`config.mk`:
```
export PLATFORM = sky130hd
export DESIGN_NAME = control_fsm
export DESIGN_NICKNAME = d
export VERILOG_FILES = /design/src/rtl/control_fsm.sv
export SDC_FILE = /design/constraint.sdc
export NUM_CORES = 1
export LEC_CHECK = 0
export ABC_CLOCK_PERIOD_IN_PS = 1600
export BUFFER_PORTS_ARGS = -buffer_cell sky130_fd_sc_hd__buf_4
export CAP_MARGIN = 40
export CORE_MARGIN = 2
export CORE_UTILIZATION = 45
export DETAILED_ROUTE_END_ITERATION = 6
export HOLD_SLACK_MARGIN = 0.03
export PLACE_DENSITY_LB_ADDON = 0.2
export SLEW_MARGIN = 20
export SYNTH_ARGS = -nofsm -noshare
export SYNTH_HDL_FRONTEND = slang
export SYNTH_SLANG_ARGS = --single-unit
```
`constraint.sdc`:
```
create_clock -name clk -period 1.6 [get_ports clk]
set_input_delay 0.16 -clock clk [delete_from_list [all_inputs] [get_ports clk]]
set_output_delay 0.16 -clock clk [all_outputs]
set_load 0.02 [all_outputs]
```
`src/rtl/control_fsm.sv`:
```
// Multi-cycle instruction controller: sequences fetch/decode/execute/memory/write-back
// and holds the decoded datapath controls stable for the whole instruction.
module control_fsm #(
    parameter int OP_W          = 4,
    parameter int FN_W          = 4,
    parameter int MULDIV_CYCLES = 4
) (
    input  logic            clk,
    input  logic            rst,
    input  logic [OP_W-1:0] opcode,
    input  logic [FN_W-1:0] func,
    input  logic            mem_ack,
    input  logic            br_taken,
    output logic            mem_req,
    output logic            ir_we,
    output logic            pc_we,
    output logic            reg_we,
    output logic            OFFset,
    output logic            Imm,
    output logic            Down,
    output logic            Mbyte,
    output logic            MV1src,
    output logic            Halt,
    output logic [1:0]      Bra,
    output logic [1:0]      Wdst,
    output logic [1:0]      MemW,
    output logic            retire,
    output logic [2:0]      state
);

    localparam int CNT_W = (MULDIV_CYCLES > 1) ? $clog2(MULDIV_CYCLES) : 1;
    localparam logic [CNT_W-1:0] CNT_LOAD = CNT_W'(MULDIV_CYCLES - 1);

    typedef enum logic [2:0] {
        S_FETCH  = 3'd0,
        S_DECODE = 3'd1,
        S_EXEC   = 3'd2,
        S_MEM    = 3'd3,
        S_WB     = 3'd4,
        S_HALT   = 3'd5
    } state_t;

    typedef enum logic [2:0] {
        C_ALU    = 3'd0,
        C_MULDIV = 3'd1,
        C_BRANCH = 3'd2,
        C_LOAD   = 3'd3,
        C_STORE  = 3'd4,
        C_HALT   = 3'd5
    } cls_t;

    state_t           state_q, state_d;
    logic [CNT_W-1:0] cnt_q, cnt_d;
    cls_t             cls_q;
    logic             off_q, imm_q, down_q, mbyte_q, mv1_q, halt_q;
    logic [1:0]       bra_q, wdst_q, memw_q;

    cls_t       dec_cls;
    logic       dec_off, dec_imm, dec_down, dec_mbyte, dec_mv1, dec_halt;
    logic [1:0] dec_bra, dec_wdst, dec_memw;
    logic       op_hi_ok;
    logic [3:0] opc4, fn4;

    assign opc4     = opcode[3:0];
    assign fn4      = func[3:0];
    assign op_hi_ok = ((opcode >> 4) == '0);

    // Opcodes with nonzero upper bits fall through to the NOP defaults.
    always_comb begin
        dec_cls   = C_ALU;
        dec_off   = 1'b0;
        dec_imm   = 1'b0;
        dec_down  = 1'b0;
        dec_mbyte = 1'b0;
        dec_mv1   = 1'b1;
        dec_halt  = 1'b0;
        dec_bra   = 2'b11;
        dec_wdst  = 2'b00;
        dec_memw  = 2'b00;
        if (op_hi_ok) begin
            case (opc4)
                4'b0000: begin
                    dec_halt = 1'b1;
                    dec_cls  = C_HALT;
                end
                4'b0100: begin dec_bra = 2'b10; dec_cls = C_BRANCH; end
                4'b0101: begin dec_bra = 2'b01; dec_cls = C_BRANCH; end
                4'b0110: begin dec_bra = 2'b00; dec_cls = C_BRANCH; end
                4'b1000, 4'b1001: dec_imm = 1'b1;
                4'b1010: begin
                    dec_off   = 1'b1;
                    dec_mbyte = 1'b1;
                    dec_down  = 1'b1;
                    dec_cls   = C_LOAD;
                end
                4'b1011: begin dec_off = 1'b1; dec_memw = 2'b01; dec_cls = C_STORE; end
                4'b1100: begin dec_off = 1'b1; dec_down = 1'b1;  dec_cls = C_LOAD;  end
                4'b1101: begin dec_off = 1'b1; dec_memw = 2'b10; dec_cls = C_STORE; end
                4'b1111: begin
                    case (fn4)
                        4'b0100, 4'b0101: begin dec_wdst = 2'b10; dec_cls = C_MULDIV; end
                        4'b0111: dec_mv1 = 1'b0;
                        4'b1000: begin dec_mv1 = 1'b0; dec_wdst = 2'b01; end
                        default: ;
                    endcase
                end
                default: ;
            endcase
        end
    end

    always_comb begin
        state_d = state_q;
        cnt_d   = cnt_q;
        mem_req = 1'b0;
        ir_we   = 1'b0;
        pc_we   = 1'b0;
        reg_we  = 1'b0;
        retire  = 1'b0;
        case (state_q)
            S_FETCH: begin
                mem_req = 1'b1;
                if (mem_ack) begin
                    ir_we   = 1'b1;
                    pc_we   = 1'b1;
                    state_d = S_DECODE;
                end
            end
            S_DECODE: begin
                if (dec_cls == C_HALT) begin
                    state_d = S_HALT;
                end else begin
                    state_d = S_EXEC;
                    cnt_d   = (dec_cls == C_MULDIV) ? CNT_LOAD : '0;
                end
            end
            S_EXEC: begin
                if (cls_q == C_MULDIV && cnt_q != '0) begin
                    cnt_d = cnt_q - CNT_W'(1);
                end else begin
                    case (cls_q)
                        C_BRANCH: begin
                            pc_we   = br_taken;
                            retire  = 1'b1;
                            state_d = S_FETCH;
                        end
                        C_LOAD, C_STORE: state_d = S_MEM;
                        default:         state_d = S_WB;
                    endcase
                end
            end
            S_MEM: begin
                mem_req = 1'b1;
                if (mem_ack) begin
                    if (cls_q == C_STORE) begin
                        retire  = 1'b1;
                        state_d = S_FETCH;
                    end else begin
                        state_d = S_WB;
                    end
                end
            end
            S_WB: begin
                reg_we  = 1'b1;
                retire  = 1'b1;
                state_d = S_FETCH;
            end
            S_HALT:  state_d = S_HALT;
            default: state_d = S_FETCH;
        endcase
        // Reset silences every strobe in its own cycle, abandoning any request.
        if (rst) begin
            mem_req = 1'b0;
            ir_we   = 1'b0;
            pc_we   = 1'b0;
            reg_we  = 1'b0;
            retire  = 1'b0;
        end
    end

    always_ff @(posedge clk) begin
        if (rst) begin
            state_q <= S_FETCH;
            cnt_q   <= '0;
            cls_q   <= C_ALU;
            off_q   <= 1'b0;
            imm_q   <= 1'b0;
            down_q  <= 1'b0;
            mbyte_q <= 1'b0;
            mv1_q   <= 1'b1;
            halt_q  <= 1'b0;
            bra_q   <= 2'b11;
            wdst_q  <= 2'b00;
            memw_q  <= 2'b00;
        end else begin
            state_q <= state_d;
            cnt_q   <= cnt_d;
            if (state_q == S_DECODE) begin
                cls_q   <= dec_cls;
                off_q   <= dec_off;
                imm_q   <= dec_imm;
                down_q  <= dec_down;
                mbyte_q <= dec_mbyte;
                mv1_q   <= dec_mv1;
                halt_q  <= dec_halt;
                bra_q   <= dec_bra;
                wdst_q  <= dec_wdst;
                memw_q  <= dec_memw;
            end
        end
    end

    assign OFFset = off_q;
    assign Imm    = imm_q;
    assign Down   = down_q;
    assign Mbyte  = mbyte_q;
    assign MV1src = mv1_q;
    assign Halt   = halt_q;
    assign Bra    = bra_q;
    assign Wdst   = wdst_q;
    assign MemW   = memw_q;
    assign state  = state_q;

endmodule
```
==> results.toml, run 1 <==
[detailed_routing]
drt_iter0_drc = 10
wl_um = 3170
routed-via-count = 1231
via_per_inst = 5.60
drt_first_pass_iters = 4
ant_nets = 0
avgRoutedWirePerCell_um = 14.4
drcViolationCount = 0

[synthesis]
ys_warn_count = 0
synth_edf_count = 0
avgSynthCellArea_um2 = 7.76
syn_inst = 151
synthFlopType = "dfxtp_1"
yosys_register_bits = 20
async_flop_share_pct = 0
syn_area_mm2 = 0.00117
synth_cell_type_count = 42
synth_fp_nets = 164
ys_seq_area_share_pct = 34.2

[final_layout]
diodes = 0
stdcell_count = 220
drive_gt1_share_pct = 41.6
layout_commonest_cell = "buf_4"
area_delta_synth_final_pct = 38.5
final_nets = 205
nFillCells = 229
layout_common_cells = "buf_4, a21oi_1, dfxtp_1, nor2_1, nand2_1"
fin_area_mm2 = 0.00162

[critical_path]
crit_path_top_delay_cell = "dfxtp_4"
worstPathMaxFanout = 4
endpoint_kind = "output pin"
max_stage_delay_ns = 0.38
critPathRequiredTime_ns = 1.44
worst_path_most_repeated_cell = "buf_6"
cp.arrival_ns = 1.60
critical_path.cell_chain = "buf_6 > or3b_4 > nor2_2 > a41o_1 > buf_6"
path_delay_family = "simple AND/OR/NAND/NOR gates"
critPathKind = "flop to output pin"
crit_buf_inv = 2
critPathLaunchType = "flop"

[floorplanning]
dieHeight_um = 55.0
die_x_um = 55.0
core_mm2 = 0.00248
io_pins = 32
dieArea_mm2 = 0.00303
initial_core_util_pct = 47.3
num_rows = 18

[status]
violations = "negative setup slack"
status = "finished, violations left"

[sta]
skew_ns = 0.00109
period_needed_ns = 1.76
hold_viol = 0
fin_crit_sh_pct = 110
finalMaxSlewViolations = 0
worst_pin_slew_ns = 0.479
setup_viol = 3
timing.fmax_ghz = 0.569
max_slew_margin_pct = 67.8
rsz0062_at_grt = "yes"
finalWorstSetupSlack_ns = -0.157
hold_slack_ns = 0.160

[placement]
io_buffers = 31
dp_hpwl_um = 2200
place_congestion = 0.844
placed_cell_area_mm2 = 0.00145
dp_cells = 210

[grt]
antenna_found_initial = 0
grtUsageTotal_pct = 21.8
grt_pass1_wl_um = 4690
grt_max_degree = 16
grt-ovfl-total = 0
grt_pass1_vias = 1094

[cts]
insertion_delay_ns = 0.30
ctsHtreeMaxLevel = 1
cts_hold_buf = 0
clock_sinks = 20
clk_pin_slew_ns = 0.11
cts_tree = "yes"
clockBufferDepth = 2
cts-root-buf = "clkbuf_4"
cts_buffers = 3

[power_and_ir_drop]
power_density_mw_per_mm2 = 1190
ir_worst_vdd_mv = 0.734
p_leak_nw = 0.672
p_total_mw = 1.93

[job]
maxCapViolCount = 0

[worst_hold_path]
hp-class = "input port to flop"
-- worst reg2reg max path, cell delays in order (launching register included) --
cell,delay (ns)
dfxtp_4,0.36
buf_4,0.15
or4b_4,0.56
o22ai_4,0.22
mux2i_1,0.21
a21oi_1,0.09
-- flip-flops by register name, summed over array words and instances (netlist names) --
register,flops
MemW,2
cnt_q,2
Halt,1
Mbyte,1
Wdst,2
Imm,1
OFFset,1
Bra,2
Down,1
state,3
cls_q,3
MV1src,1
-- cell families after synthesis --
group           synth area share, %
fa+ha+maj                      1.07
compound gates                 24.5
xor+xnor                       2.24
buf+inv                        8.43
flops                          34.2
mux                           0.854
simple gates                   28.7
-- stage by stage --
step           setup WS, ns  TNS (ns)  utilization [%]
3_3_place_gp        -0.0116   -0.0160             58.6
2_1_floorplan       -0.0136   -0.0136                -
3_5_place_dp        -0.0885    -0.239             58.6
6_report             -0.157    -0.328             65.6
5_1_grt              -0.226    -0.706             65.6
4_1_cts              -0.176    -0.384             62.9
-- repair_timing --
action | 4_1_cts | 5_1_grt
setup endpoints to repair | 7 | 8
pin swaps | 9 | 9
gates resized for setup | 21 | 12
setup buffers | 5 | 2
-- layout make-up --
| class | instances | area, um2 | share of cell area (%) |
|---|---|---|---|
| clock buffers | 3 | 22.5 | 1.39 |
| inverters | 8 | 30.0 | 1.85 |
| multi-input cells | 111 | 744 | 45.8 |
| flip-flops and latches | 20 | 414 | 25.5 |
| well taps | 30 | 37.5 | 2.31 |
| repair buffers | 48 | 375 | 23.1 |
-- report_power, final --
group	switching [mW]	internal, mW
Clock	0.151	0.0878
Combinational	0.551	0.494
Sequential	0.0646	0.586
-- path summary, 6_finish.rpt --
kind              startpoint  endpoint  slack (ns)  cells past startpoint
hold / removal           rst   Wdst[1]        0.16                      2
setup reg to reg    cls_q[2]  cnt_q[0]       -0.10                      5
hold reg to reg       OFFset    OFFset        0.46                      2
setup / recovery    state[0]     pc_we       -0.16                      5
-- synth_stat cells (all sizes together), types with 2 or more instances --
cell type,instances,area (um2)
and3,3,20.0
or3b,3,28.8
nand2,11,41.3
nand4,2,12.5
nand3,5,25.0
dfxtp,20,400
a211oi,2,15.0
xor2,3,26.3
o21ai,11,55.1
nor2,18,67.6
clkbuf,3,11.3
nor4,3,33.8
buf,9,57.6
nor2b,4,25.0
a21boi,2,15.0
o22ai,3,32.5
nor3b,2,15.0
nor3,5,25.0
o31ai,2,15.0
a21oi,17,85.1
inv,8,30.0
-- per-layer routing --
metal	track usage, %	up-vias	share of wire [%]
li1	-	618	-
met1	24.9	570	43
met2	39.1	36	50
met3	3.23	7	4.1
met4	11.0	0	2.3
met5	0	-	0
(Power assumes the default switching activity.)
==> run 2, diff against run 1 <==
--- a/config.mk
+++ b/config.mk
@@ -8,8 +8,11 @@
 export ABC_CLOCK_PERIOD_IN_PS = 1600
 export BUFFER_PORTS_ARGS = -buffer_cell sky130_fd_sc_hd__buf_4
 export CAP_MARGIN = 40
+export CELL_PAD_IN_SITES_DETAIL_PLACEMENT = 1
+export CELL_PAD_IN_SITES_GLOBAL_PLACEMENT = 2
 export CORE_MARGIN = 2
-export CORE_UTILIZATION = 45
+export CORE_UTILIZATION = 26
+export CTS_CLUSTER_DIAMETER = 200
 export DETAILED_ROUTE_END_ITERATION = 6
 export HOLD_SLACK_MARGIN = 0.03
 export PLACE_DENSITY_LB_ADDON = 0.2
==> run 2 against run 1 <==
  * The flow still finishes with violations (negative setup slack)
  * Combinational power about the same
  * Die area up 67%
  * Critical endpoint unchanged
  * Fmax up 2.3%
  * Worst setup slack better by 0.040 ns
  * Wire length up 19%
  * Global-route usage down 5.4 points
  * Core utilization down 26 points
==> results.toml, run 2 (synthesis gave the netlist of run 1 again) <==
[status]
status = "finished, violations left"
violations = "negative setup slack"

[floorplanning]
die_x_um = 71.2
dieArea_mm2 = 0.00506
core_mm2 = 0.00435
initial_core_util_pct = 26.9
num_rows = 24
dieHeight_um = 71.2
io_pins = 32

[placement]
place_congestion = 0.755
place_ws_ns = -0.0879
dp_hpwl_um = 2790
dp_cells = 233
io_buffers = 31

[critical_path]
rrSetupSlack_ns = -0.05
r2r_cells = 6
max_stage_delay_ns = 0.39
critical_path.cell_chain = "buf_6 > or3b_4 > nor2_4 > a41o_1 > buf_6"
critPathKind = "flop to output pin"
worst_path_most_repeated_cell = "buf_6"
reg2reg_from = "cnt_q[1]"
worstPathMaxFanout = 6
critPathRequiredTime_ns = 1.44
worstReg2RegEnd = "cnt_q[0]"
critPathLaunchType = "flop"
crit_path_top_delay_cell = "or3b_4"
cp.arrival_ns = 1.56
endpoint_kind = "output pin"

[worst_hold_path]
worstHoldEndpoint = "cnt_q[0]"
hp-class = "input port to flop"
hold-path-cell-count = 2
hp-start = "rst"

[grt]
grt-ovfl-total = 0
grt_pass1_vias = 1327
grtUsageTotal_pct = 16.3
antenna_found_initial = 0
grt_pass1_wl_um = 6540
grt_max_degree = 16

[sta]
period_needed_ns = 1.72
finalMaxSlewViolations = 0
rsz0062_at_grt = "yes"
fin_crit_sh_pct = 107
worst_pin_slew_ns = 0.476
timing.fmax_ghz = 0.582
hold_viol = 0
skew_ns = 0.0132
max_slew_margin_pct = 68.0
setup-tns-final_ns = -0.296
setup_viol = 4
finalWorstSetupSlack_ns = -0.117

[final_layout]
stdcell_count = 243
fin_util_pct = 39.1
layout_common_cells = "buf_4, a21oi_1, dfxtp_1, nor2_1, nand2_1"
final_nets = 205
area_delta_synth_final_pct = 45.4
drive_gt1_share_pct = 41.9
layout_commonest_cell = "buf_4"
diodes = 0

[detailed_routing]
avgRoutedWirePerCell_um = 15.5
drt_first_pass_iters = 4
via_per_inst = 5.13
ant_nets = 0
drt_iter0_drc = 43
drcViolationCount = 0
wl_um = 3760
routed-via-count = 1247

[cts]
cts_buffers = 3
cts_tree = "yes"
insertion_delay_ns = 0.27
clock_sinks = 20
clk_pin_slew_ns = 0.08
cts-root-buf = "clkbuf_8"
clockBufferDepth = 2
ctsHtreeMaxLevel = 1

[power_and_ir_drop]
power_frac_comb_pct = 47.6
ir_worst_vdd_mv = 0.373
power_frac_seq_pct = 29.3
p_leak_nw = 0.689
p_switching_mw = 0.825
power_density_mw_per_mm2 = 1310
p_total_mw = 2.23
switching_share_pct = 36.9
intPower_mw = 1.41
p_clk_share_pct = 23.1

[job]
maxCapViolCount = 0
## run 2: cell count changes in the layout (fill, tap and decap cells not counted), sizes merged
| cell | previous run | this run |
|---|---|---|
| bufinv | 0 | 1 |
## run 2: worst max path at each step
stage	start	endpoint	slack (ns)	cells past startpoint
floorplan	state[0]	retire	-0.01	5
global placement	cnt_q[0]	state[0]	-0.005	6
detailed placement	cnt_q[0]	cnt_q[0]	-0.09	6
CTS	state[0]	pc_we	-0.17	5
global route	state[0]	pc_we	-0.19	5
finish	state[0]	pc_we	-0.12	5
## run 2: critical path: cells and delay by family (launching register included)
| family | cells | cell delay (ns) |
|---|---|---|
| AOI/OAI and AO/OA | 1 | 0.20 |
| DFF | 1 | 0.37 |
| and+or+nand+nor | 2 | 0.48 |
| buffers and inverters | 2 | 0.24 |
## run 2: cell type report
type | count | area, um2
multi-input combinational | 111 | 753
clock inverter | 1 | 30.0
inverter | 8 | 30.0
timing repair buffer | 48 | 372
tap | 52 | 65.1
clock buffer | 3 | 41.3
fill | 519 | 2650
sequential | 20 | 413
## run 2: power groups by stage
stage	clock network [mW]	registers, mW	logic, mW
after floorplan	0	0.676	0.525
after global placement	0	0.653	0.840
after detailed placement	0	0.655	0.865
after CTS	0.531	0.655	0.989
after global routing	0.558	0.670	1.17
final	0.516	0.655	1.06
## run 2: metal layers
layer	part of all wire [%]	global-route usage (%)
met3	3.5	2.85
met5	0	0
met4	2.1	7.13
met2	52	29.3
met1	42	18.8
## run 2: through the flow
step	hold WS [ns]	instance area (um2)
after floorplan	0.229	1170
after global placement	0.446	1490
after detailed placement	0.451	1490
after CTS	0.201	1650
after global routing	0.213	1700
final	0.209	1700
## run 2: repair_timing
| item | in CTS | in global routing |
|---|---|---|
| setup buffers | 5 | 1 |
| resized for setup | 21 | 13 |
| pin swaps | 12 | 7 |
| setup endpoints to repair | 6 | 13 |
| hold buffers | 0 | 0 |
==> run 3, diff against run 2 <==
--- a/config.mk
+++ b/config.mk
@@ -16,6 +16,7 @@
 export DETAILED_ROUTE_END_ITERATION = 6
 export HOLD_SLACK_MARGIN = 0.03
 export PLACE_DENSITY_LB_ADDON = 0.2
+export SETUP_SLACK_MARGIN = 0.5
 export SLEW_MARGIN = 20
 export SYNTH_ARGS = -nofsm -noshare
 export SYNTH_HDL_FRONTEND = slang
==> run 3 against run 2 <==
  * The flow still finishes with violations (negative setup slack)
  * Die area unchanged
  * Sequential share of layout area down 3.9 points
  * Design area up 21%
  * Via count up 9.8%
  * Register-to-register slack worse by 0.09 ns
  * First-iteration DRC count up 79%
  * Wire length up 21%
  * Combinational power up 58%
  * Cell count up 7.8%
  * Count of clock-buffer cells in the layout unchanged
  * Largest power group unchanged
  * Highest routed layer unchanged
==> results.toml, run 3 (synthesis gave the netlist of run 1 again) <==
[status]
status = "finished, violations left"
violations = "negative setup slack"

[critical_path]
max_stage_delay_ns = 0.51
path_delay_family = "simple AND/OR/NAND/NOR gates"
critical_path.cell_chain = "inv_2 > ha_4 > or4b_4 > a211oi_1 > nor3_1 > a21boi_0"
cp.arrival_ns = 1.88
critPathLaunchType = "flop"
endpoint_kind = "flop"
crit_path_top_delay_cell = "or4b_4"
critPathKind = "flop to flop"
critPathRequiredTime_ns = 1.74
crit_buf_inv = 1
worstPathMaxFanout = 3

[cts]
ctsHtreeMaxLevel = 1
cts-root-buf = "clkbuf_8"
cts_tree = "yes"
clockBufferDepth = 2
cts_buffers = 3
clk_pin_slew_ns = 0.09
insertion_delay_ns = 0.26
clock_sinks = 20
cts_hold_buf = 0

[detailed_routing]
ant_nets = 0
drt_first_pass_iters = 4
wl_met1_um = 1870
routed-via-count = 1369
met3_length_um = 151
highest_layer = "met4"
wl_met2_um = 2460
avgRoutedWirePerCell_um = 17.3
drt_iter0_drc = 77
wl_um = 4540
drcViolationCount = 0
via_per_inst = 5.23

[final_layout]
layout_common_cells = "buf_4, nor2_1, dfxtp_1, a21oi_1, buf_6"
stdcell_count = 262
fin_area_mm2 = 0.00206
diodes = 0
final_nets = 224
area_delta_synth_final_pct = 76.1
drive_gt1_share_pct = 55.7
layout_commonest_cell = "buf_4"

[floorplanning]
dieHeight_um = 71.2
core_mm2 = 0.00435
die_x_um = 71.2
num_rows = 24
io_pins = 32
initial_core_util_pct = 26.9
dieArea_mm2 = 0.00506

[placement]
dp_hpwl_um = 2690
io_buffers = 31
placed_cell_area_mm2 = 0.00152
place_congestion = 0.783
dp_cells = 231

[sta]
max_slew_margin_pct = 67.0
timing.fmax_ghz = 0.574
setup_viol = 13
skew_ns = 0.00754
period_needed_ns = 1.74
finalWorstSetupSlack_ns = -0.142
rsz0062_at_grt = "yes"
worst_pin_slew_ns = 0.489
fin_crit_sh_pct = 109
finalMaxSlewViolations = 0
hold_viol = 0

[grt]
grtUsageTotal_pct = 17.0
grt_pass1_wl_um = 6790
antenna_found_initial = 0
grt_pass1_vias = 1346
grt-ovfl-total = 0
grt_max_degree = 16

[power_and_ir_drop]
power_density_mw_per_mm2 = 1300
p_leak_nw = 0.847
ir_worst_vdd_mv = 0.429

[job]
maxCapViolCount = 0

[worst_hold_path]
hp-class = "input port to flop"
==> run 3: area by class of cell <==
type	instances	area, um2
clock buffer	3	41.3
timing repair buffer	67	624
fill	496	2290
multi-input combinational	111	881
inverter	8	30.0
tap	52	65.1
clock inverter	1	3.75
sequential	20	419
==> run 3: final timing paths <==
path                            depth (start not counted)       end  startpoint  slack (ns)
worst max-delay path                                    6  state[0]    cnt_q[0]       -0.14
worst min-delay path                                    2   Wdst[0]         rst        0.23
worst max register to register                          6  state[0]    cnt_q[0]       -0.14
worst min register to register                          2    OFFset      OFFset        0.47
==> run 3: worst reg2reg max path, stage by stage (launching register included) <==
cell	delay, ns
dfxtp_2	0.35
inv_2	0.05
ha_4	0.15
or4b_4	0.51
a211oi_1	0.34
nor3_1	0.10
a21boi_0	0.14
==> run 3: power breakdown <==
group | internal, mW | switching, mW
logic | 0.878 | 0.787
registers | 0.588 | 0.0657
clock network | 0.171 | 0.190
total | 1.64 | 1.04
==> run 3: timing repair <==
| action | 4_1_cts | 5_1_grt |
|---|---|---|
| pin swaps | 19 | 11 |
| endpoints found under the setup margin | 27 | 28 |
| gates resized for setup | 52 | 18 |
| setup buffers | 14 | 12 |
| cloned | 1 | 0 |
==> run 3: stage by stage <==
step	setup WS [ns]	total power [mW]	utilization (%)	hold WS [ns]	setup TNS, ns
after floorplan	0.0459	1.28	-	0.229	0
after global placement	0.00761	1.54	34.8	0.445	0
after detailed placement	-0.0803	1.55	34.8	0.453	-0.218
after CTS	-0.0776	2.41	43.7	0.232	-0.296
after global routing	-0.211	2.84	47.4	0.234	-1.47
final	-0.142	2.68	47.4	0.225	-0.448
==> run 3: layer usage <==
| metal | vias to the layer above | track usage, % |
|---|---|---|
| met5 | - | 0 |
| met4 | 0 | 3.56 |
| met3 | 6 | 2.85 |
| met2 | 31 | 31.5 |
| met1 | 674 | 20.6 |
| li1 | 658 | - |
